## src/rtl/assoc_cache_control.sv

```systemverilog
// assoc_cache_control: N-way set-associative cache controller with tree-PLRU replacement,
// dirty write-back, and memory retry backoff.
module assoc_cache_control #(
    parameter int WAYS = 4,
    parameter int RETRY_GAP = 3
) (
    input  logic            clk,
    input  logic            rst,
    input  logic            cpu_action_stb,
    input  logic            cpu_action_cyc,
    input  logic            cpu_write,
    output logic            cpu_resp,
    output logic            cpu_retry,
    input  logic [WAYS-1:0] hit_way,
    input  logic [WAYS-1:0] valid_out,
    input  logic [WAYS-1:0] dirty_out,
    input  logic [WAYS-2:0] lru_out,
    output logic [WAYS-1:0] valid_write,
    output logic [WAYS-1:0] tag_write,
    output logic [WAYS-1:0] data_write,
    output logic [WAYS-1:0] dirty_write,
    output logic            valid_in,
    output logic            dirty_in,
    output logic            lru_write,
    output logic [WAYS-2:0] lru_in,
    output logic            pmem_addr_sig,
    output logic            data_sig,
    output logic            mem_action_stb,
    output logic            mem_action_cyc,
    output logic            mem_write,
    input  logic            mem_resp,
    input  logic            mem_retry
);
    localparam int LG = $clog2(WAYS);
    localparam int NB = LG + 1;
    typedef enum logic [2:0] {IDLE, WRITE_BACK, STALL, FILL, BACKOFF} state_t;
    state_t state, next_state, resume, next_resume;
    logic [3:0] cnt, next_cnt;
    logic [LG-1:0] victim, next_victim, hit_idx, free_idx, plru_idx, w;
    logic [2*WAYS-1:0] tree, upd;
    logic [NB-1:0] vn, un;
    logic [WAYS-1:0] hit_oh, vic_oh;
    logic req, hit;
    assign req = cpu_action_stb & cpu_action_cyc;
    assign hit = |hit_way;
    assign hit_oh = WAYS'(1) << hit_idx;
    assign vic_oh = WAYS'(1) << victim;
    always_comb begin
        hit_idx = '0;
        free_idx = '0;
        for (int i = WAYS - 1; i >= 0; i--) begin
            if (hit_way[i]) hit_idx = LG'(i);
            if (!valid_out[i]) free_idx = LG'(i);
        end
    end
    // Tree walk on a power-of-two padded copy so node indices never run past the vector.
    always_comb begin
        tree = {{(WAYS + 1){1'b0}}, lru_out};
        upd = tree;
        vn = '0;
        un = '0;
        w = hit_idx;
        for (int l = 0; l < LG; l++) begin
            vn = {vn[NB-2:0], 1'b0} + NB'(1) + NB'(tree[vn]);
            upd[un] = ~w[LG-1];
            un = {un[NB-2:0], 1'b0} + NB'(1) + NB'(w[LG-1]);
            w = w << 1;
        end
        plru_idx = LG'(vn - NB'(WAYS - 1));
    end
    always_ff @(posedge clk) begin
        if (rst) begin
            state <= IDLE;
            resume <= IDLE;
            victim <= '0;
            cnt <= '0;
        end else begin
            state <= next_state;
            resume <= next_resume;
            victim <= next_victim;
            cnt <= next_cnt;
        end
    end
    always_comb begin
        next_state = state;
        next_resume = resume;
        next_victim = victim;
        next_cnt = cnt;
        cpu_resp = 1'b0;
        valid_write = '0;
        tag_write = '0;
        data_write = '0;
        dirty_write = '0;
        valid_in = 1'b0;
        dirty_in = 1'b0;
        lru_write = 1'b0;
        lru_in = '0;
        pmem_addr_sig = 1'b0;
        data_sig = 1'b0;
        mem_action_stb = 1'b0;
        mem_action_cyc = 1'b0;
        mem_write = 1'b0;
        if (!rst) begin
            case (state)
                IDLE: begin
                    if (req && hit) begin
                        cpu_resp = 1'b1;
                        lru_write = 1'b1;
                        lru_in = upd[WAYS-2:0];
                        data_write = cpu_write ? hit_oh : '0;
                        dirty_write = cpu_write ? hit_oh : '0;
                        dirty_in = cpu_write;
                    end else if (req) begin
                        next_victim = (&valid_out) ? plru_idx : free_idx;
                        next_state = (valid_out[next_victim] && dirty_out[next_victim]) ? WRITE_BACK : FILL;
                    end
                end
                WRITE_BACK: begin
                    mem_action_stb = 1'b1;
                    mem_action_cyc = 1'b1;
                    mem_write = 1'b1;
                    pmem_addr_sig = 1'b1;
                    if (mem_resp) next_state = STALL;
                    else if (mem_retry) begin
                        next_state = BACKOFF;
                        next_resume = WRITE_BACK;
                        next_cnt = 4'(RETRY_GAP - 1);
                    end
                end
                STALL: next_state = FILL;
                FILL: begin
                    mem_action_stb = 1'b1;
                    mem_action_cyc = 1'b1;
                    data_sig = 1'b1;
                    valid_in = 1'b1;
                    if (mem_resp) begin
                        tag_write = vic_oh;
                        valid_write = vic_oh;
                        data_write = vic_oh;
                        dirty_write = vic_oh;
                        next_state = IDLE;
                    end else if (mem_retry) begin
                        next_state = BACKOFF;
                        next_resume = FILL;
                        next_cnt = 4'(RETRY_GAP - 1);
                    end
                end
                BACKOFF: begin
                    next_state = (cnt == 4'd0) ? resume : BACKOFF;
                    next_cnt = (cnt == 4'd0) ? cnt : cnt - 4'd1;
                end
                default: next_state = IDLE;
            endcase
        end
    end
    assign cpu_retry = req & ~cpu_resp & ~rst;
endmodule
```

## config.mk

```make
export PLATFORM = sky130hd
export DESIGN_NAME = assoc_cache_control
export DESIGN_NICKNAME = d
export VERILOG_FILES = /design/src/rtl/assoc_cache_control.sv
export SDC_FILE = /design/constraint.sdc
export NUM_CORES = 1
export LEC_CHECK = 0
export CORE_ASPECT_RATIO = 0.7
export CORE_MARGIN = 5
export CORE_UTILIZATION = 30
export CTS_BUF_LIST = sky130_fd_sc_hd__clkbuf_4
export DETAILED_ROUTE_END_ITERATION = 16
export PLACE_DENSITY = 0.76
export SETUP_SLACK_MARGIN = 0.2
export SYNTH_ARGS = -nofsm -noshare
export SYNTH_HDL_FRONTEND = slang
export SYNTH_SLANG_ARGS = --single-unit
```

## constraint.sdc

```tcl
create_clock -name clk -period 1.65 [get_ports clk]
set_input_delay 0.33 -clock clk [delete_from_list [all_inputs] [get_ports clk]]
set_output_delay 0.33 -clock clk [all_outputs]
set_load 0.01 [all_outputs]
```

### Word-level counts from Yosys, hierarchy flattened

Index checks and enable logic that the tools add are counted.

| storage, ports and cells | value |
|---|---|
| bits in registers | 12 |
| input bits | 22 |
| output and inout bits | 29 |
| logic and storage cells | 108 |

| operators by class | value |
|---|---|
| $add $sub $neg | 6 |
| order comparisons | 4 |
| equal/unequal tests | 13 |
| shift operators | 2 |
| multiplexer cells | 57 |
| bitwise operators | 8 |
| reduce and logical (&&, ||, !) cells | 14 |

Operators by type and width:

| operator | number |
|---|---|
| two-way mux 3 bit | 13 |
| two-way mux 4 bit | 9 |
| two-way mux 2 bit | 10 |
| two-way mux 1 bit | 16 |
| inequality test 2 bit, second input constant | 8 |
| case mux 4 bit (2 select lines) | 2 |
| case mux 3 bit (5 select lines) | 1 |
| bitwise mux 8 bit | 1 |
| less-than comparator 2 x 4 -> 1 bit, second input constant | 2 |
| AND reduction 4 bit | 2 |
| << shifter 1 x 2 -> 4 bit, first input constant | 2 |
| == test 3 x 2 -> 1 bit, second input constant | 2 |
| case mux 3 bit (2 select lines) | 1 |
| NOT 1 bit | 5 |
| AND reduction 5 bit | 1 |
| adder 1 x 1 -> 2 bit, first input constant | 2 |
| binary-select mux 1 bit (select 2 bit) | 2 |
| logical NOT 4 bit | 1 |
| nonzero test 2 bit | 2 |
| OR reduction 4 bit | 1 |
| subtractor 4 x 1 -> 4 bit, second input constant | 1 |
| bitwise AND 1 bit | 3 |
| binary-select mux 1 bit (select 3 bit) | 1 |
| demux 1 bit (select 3 bit) | 1 |
| 13 further kinds | 15 |

### Longest topological paths before layout

| depth | value |
|---|---|
| word-level depth | 13 |
| depth in mapped cells | 7 |
| mapped depth without buffers | 7 |

### Least setup slack after synthesis

No wires, ideal clock.

| timing | value |
|---|---|
| path kind | register to output |
| from | register state[1] |
| to | output dirty_write[3] |
| arrival time | 1.571 ns |
| required time | 1.320 ns |
| path slack | -0.251 ns |
| cell stages (with the launch flop) | 7 |
| cell sequence | dfxtp_1 -> or3_1 -> clkbuf_2 -> nor2_1 -> nand4b_1 -> a21oi_1 -> buf_4 |

| on the way | value |
|---|---|
| longest elaborated chain between the ends | 3 |

RTL lines:

| what | line | RTL |
|---|---|---|
| start: declaration | 37 | `state_t state, next_state, resume, next_resume;` |
| start signal: assignment | 78 | `state <= next_state;` |
| == test 3 x 2 -> 1 bit or logical NOT 3 bit (tied branches) | -- |  |
| case mux 4 bit (2 select lines) * | -- |  |
| two-way mux 4 bit * | -- |  |
| end: declaration | 21 | `output logic [WAYS-1:0] dirty_write,` |

Mark *: on every way between the ends. The rest lies on a longest branch, timed or not.

### Worst setup path after layout

| timing | value |
|---|---|
| from | register state[1] |
| to | output dirty_in |

| on the way | value |
|---|---|
| longest elaborated chain between the ends | 3 |

RTL lines:

| what | line | RTL |
|---|---|---|
| logical NOT 3 bit | 104 | `case (state)` |
| two-way mux 1 bit | 104 |  |
| two-way mux 1 bit | 103 | `if (!rst) begin` |
| end: declaration | 23 | `output logic dirty_in,` |

No other way between the ends.

==> results.cfg <==
[grt]
grt_pass1_vias = 1252
grtUsageTotal = 0.152
gr-total-overflow = 0
antenna_found_initial = 0
grt_pass1_wl_mm = 5.67
grt_start_max_net_pins = 10

[worst_setup_path]
cp-startpoint = state[1]$_SDFFE_PP0P_
arrival_ps = 1760
start_kind = register
r2r_cells = 10
critPathCapture = dirty_in
r2r-start = state[1]$_SDFFE_PP0P_
critPathCaptureType = output port
rrSetupSlack_ps = -50
cp.required_ps = 1320
path_max_fanout = 4
path_class = register to output port
r2r_end = cnt[1]$_SDFFE_PP0P_

[sta]
slew_violations = 0
max_freq_mhz = 478
finalSetupTns_ps = -7940
clock_skew_ps = 0.450
tightest_slew_ps = 389
hold_viol = 0
setup_viol = 30
fin_ws_ps = -440
rsz0062_at_grt = true
max-slew-margin-rel = 0.741
fin_crit_ps = 2090
fin_crit_sh = 1.27
timing.hold.ws_ps = 509

[logic_synthesis]
synth-xor-area-share = 0.0269
netlist_area_um2 = 977
synth_fa_ha_area_frac = 0.0128
synth_cells = 133
synth_top_family_by_area = simple AND/OR/NAND/NOR gates
synth_fp_nets = 156
ys_ff_latch = 11
ys_seq_area_frac = 0.225
yosys_warnings = 0
synth_cell_types = 43
muxShareOfSynthArea = 0.0423
synth_compound_area_frac = 0.145
syn_avg_cell_area_um2 = 7.35
yosys.area_share.simple = 0.415

[run_status]
status = finished with violations
violations = negative setup slack

[die]
boundaryPins = 51
dieArea_mm2 = 0.00452
core_region_area_mm2 = 0.00315
die_w_um = 78.2
row_count = 17
die_h_um = 57.8
start_util = 0.310

[clock_network]
clkSinkCount = 11
htree_levels = 1
cts_root_buffer = clkbuf_4
clk_pin_slew_worst_paths_ps = 70
cts_buffer_depth = 2
cts_tree = yes
numCtsBuffers = 3
insertion_delay_ps = 270

[place]
numPortBuffers = 50
dpl.hpwl_mm = 2.57
place_congestion = 0.812
post-place-ws_ps = -744

[drt]
vias = 1367
drt-pass1-iter-count = 4
drc = 0
ant_nets = 0
first_iter_violations = 105
via_per_inst = 5.30
wl_per_cell_um = 16.2
wl_mm = 4.19

[cells_and_area]
syn2layout_area_growth_pct = 111
num_antenna_cells = 0
fin_nets = 244
layout_commonest_cell = buf_4
drive_gt1_frac = 0.632
final_cell_mix = buf_4, buf_6, nor2_1, buf_2, dlygate4sd2_1

[hold_path]
hold_path.class = register to register

[pwr]
p_switching_uw = 356
finalPower_uw = 1040
p_comb_frac = 0.522
vdd_ir_drop_max_uv = 213
p_leak_uw = 0.000917
switching_share = 0.343
intPower_uw = 684
p_seq_frac = 0.283
pwr-share-clk = 0.195
powerDensity_mw_per_mm2 = 504

[run]
max-cap-violations = 0
[area by class of cell]
| class | instances | area, um^2 |
|---|---|---|
| multi-input combinational | 100 | 873 |
| tap | 38 | 47.5 |
| fill | 220 | 1090 |
| timing repair buffer | 100 | 866 |
| inverter | 5 | 18.8 |
| sequential | 11 | 226 |
| clock buffer | 4 | 30.0 |
[logic make-up (layout without fill, tap and decap cells)]
kind of cell | count (synthesis) | count (layout)
buf+inv | 22 | 109
xor+xnor | 3 | 3
compound gates | 23 | 23
flops | 11 | 11
fa+ha+maj | 1 | 1
simple gates | 69 | 69
mux | 4 | 4
[power by group through the flow]
stage	Sequential (uW)	Combinational, uW	Clock (uW)
after global routing	295	575	216
after global placement	293	357	0
after CTS	290	409	201
after detailed placement	295	371	0
final	294	543	203
after floorplan	299	167	0
[synthesized netlist by cell type]
| master | n | area share |
|---|---|---|
| a22oi_1 | 1 | 0.0077 |
| and2b_2 | 1 | 0.0090 |
| and4bb_2 | 1 | 0.013 |
| clkbuf_1 | 1 | 0.0038 |
| o21ai_0 | 6 | 0.031 |
| nor2_1 | 26 | 0.10 |
| nand3_1 | 4 | 0.020 |
| and4b_1 | 1 | 0.010 |
| nand2b_1 | 1 | 0.0064 |
| or3_4 | 1 | 0.012 |
| o21a_1 | 1 | 0.0077 |
| nand3b_1 | 4 | 0.031 |
| and2_1 | 1 | 0.0064 |
| nor3_1 | 3 | 0.015 |
| buf_1 | 2 | 0.0077 |
| o221ai_1 | 1 | 0.0090 |
| nor2_4 | 1 | 0.012 |
| nor4_4 | 1 | 0.022 |
| nor3b_1 | 6 | 0.046 |
| o2111ai_1 | 1 | 0.0090 |
| nand2_1 | 7 | 0.027 |
| inv_1 | 5 | 0.019 |
| or2_2 | 1 | 0.0064 |
| dfxtp_1 | 11 | 0.23 |
| ha_1 | 1 | 0.013 |
| mux2i_1 | 3 | 0.031 |
| a221oi_1 | 1 | 0.0090 |
| a21oi_1 | 10 | 0.051 |
| and2_2 | 2 | 0.015 |
| nand4b_1 | 1 | 0.0090 |
| nor2b_1 | 2 | 0.013 |
| mux2_2 | 1 | 0.012 |
| a31oi_2 | 1 | 0.013 |
| xnor2_1 | 3 | 0.027 |
| nand4_1 | 1 | 0.0064 |
| buf_2 | 1 | 0.0051 |
| or3b_1 | 1 | 0.0090 |
| nor4_2 | 1 | 0.013 |
| buf_4 | 12 | 0.092 |
| or2b_1 | 1 | 0.0077 |
| or3_1 | 1 | 0.0064 |
| clkbuf_2 | 1 | 0.0051 |
| a211oi_1 | 1 | 0.0077 |
[timing repair]
item                       4_1_cts  5_1_grt
buffers inserted                 5       16
pin swaps                       20       22
setup endpoints to repair       38       39
hold buffers                     0        0
gates resized for setup        132       76
[flip-flops by register name, indices dropped and copies added (netlist names)]
register / count
cnt: 4
resume: 2
state: 3
victim: 2
[per-stage QoR]
stage	std cells	cell area [um^2]	util
after floorplan	133	1030	-
after global placement	233	1680	0.532
after detailed placement	233	1680	0.532
after CTS	242	1780	0.567
after global routing	258	2060	0.655
final	258	2060	0.655
[metal layers]
metal,up-vias,wire [um],track usage,share of wire
met4,0,106,0.0748,0.025
met2,70,2130,0.265,0.51
met1,657,1670,0.175,0.40
li1,626,-,-,-
met5,-,0,0,0
met3,14,281,0.0419,0.067
[worst min path at each step]
stage / end / start / depth (start not counted)
after floorplan: resume[0]$_SDFFE_PP0P_ / resume[0]$_SDFFE_PP0P_ / 2
after global placement: resume[0]$_SDFFE_PP0P_ / resume[0]$_SDFFE_PP0P_ / 2
after detailed placement: resume[0]$_SDFFE_PP0P_ / resume[0]$_SDFFE_PP0P_ / 2
after CTS: resume[0]$_SDFFE_PP0P_ / resume[0]$_SDFFE_PP0P_ / 2
after global routing: resume[0]$_SDFFE_PP0P_ / resume[0]$_SDFFE_PP0P_ / 2
final: resume[0]$_SDFFE_PP0P_ / resume[0]$_SDFFE_PP0P_ / 2
[worst max-delay path, cell delays in order, from the launching register on]
cell     delay, ps
dfxtp_2        330
or3_4          400
or3_4          390
nor2_4         130
and2_4         150
buf_6           90
Power figures use the tool's default switching activity.
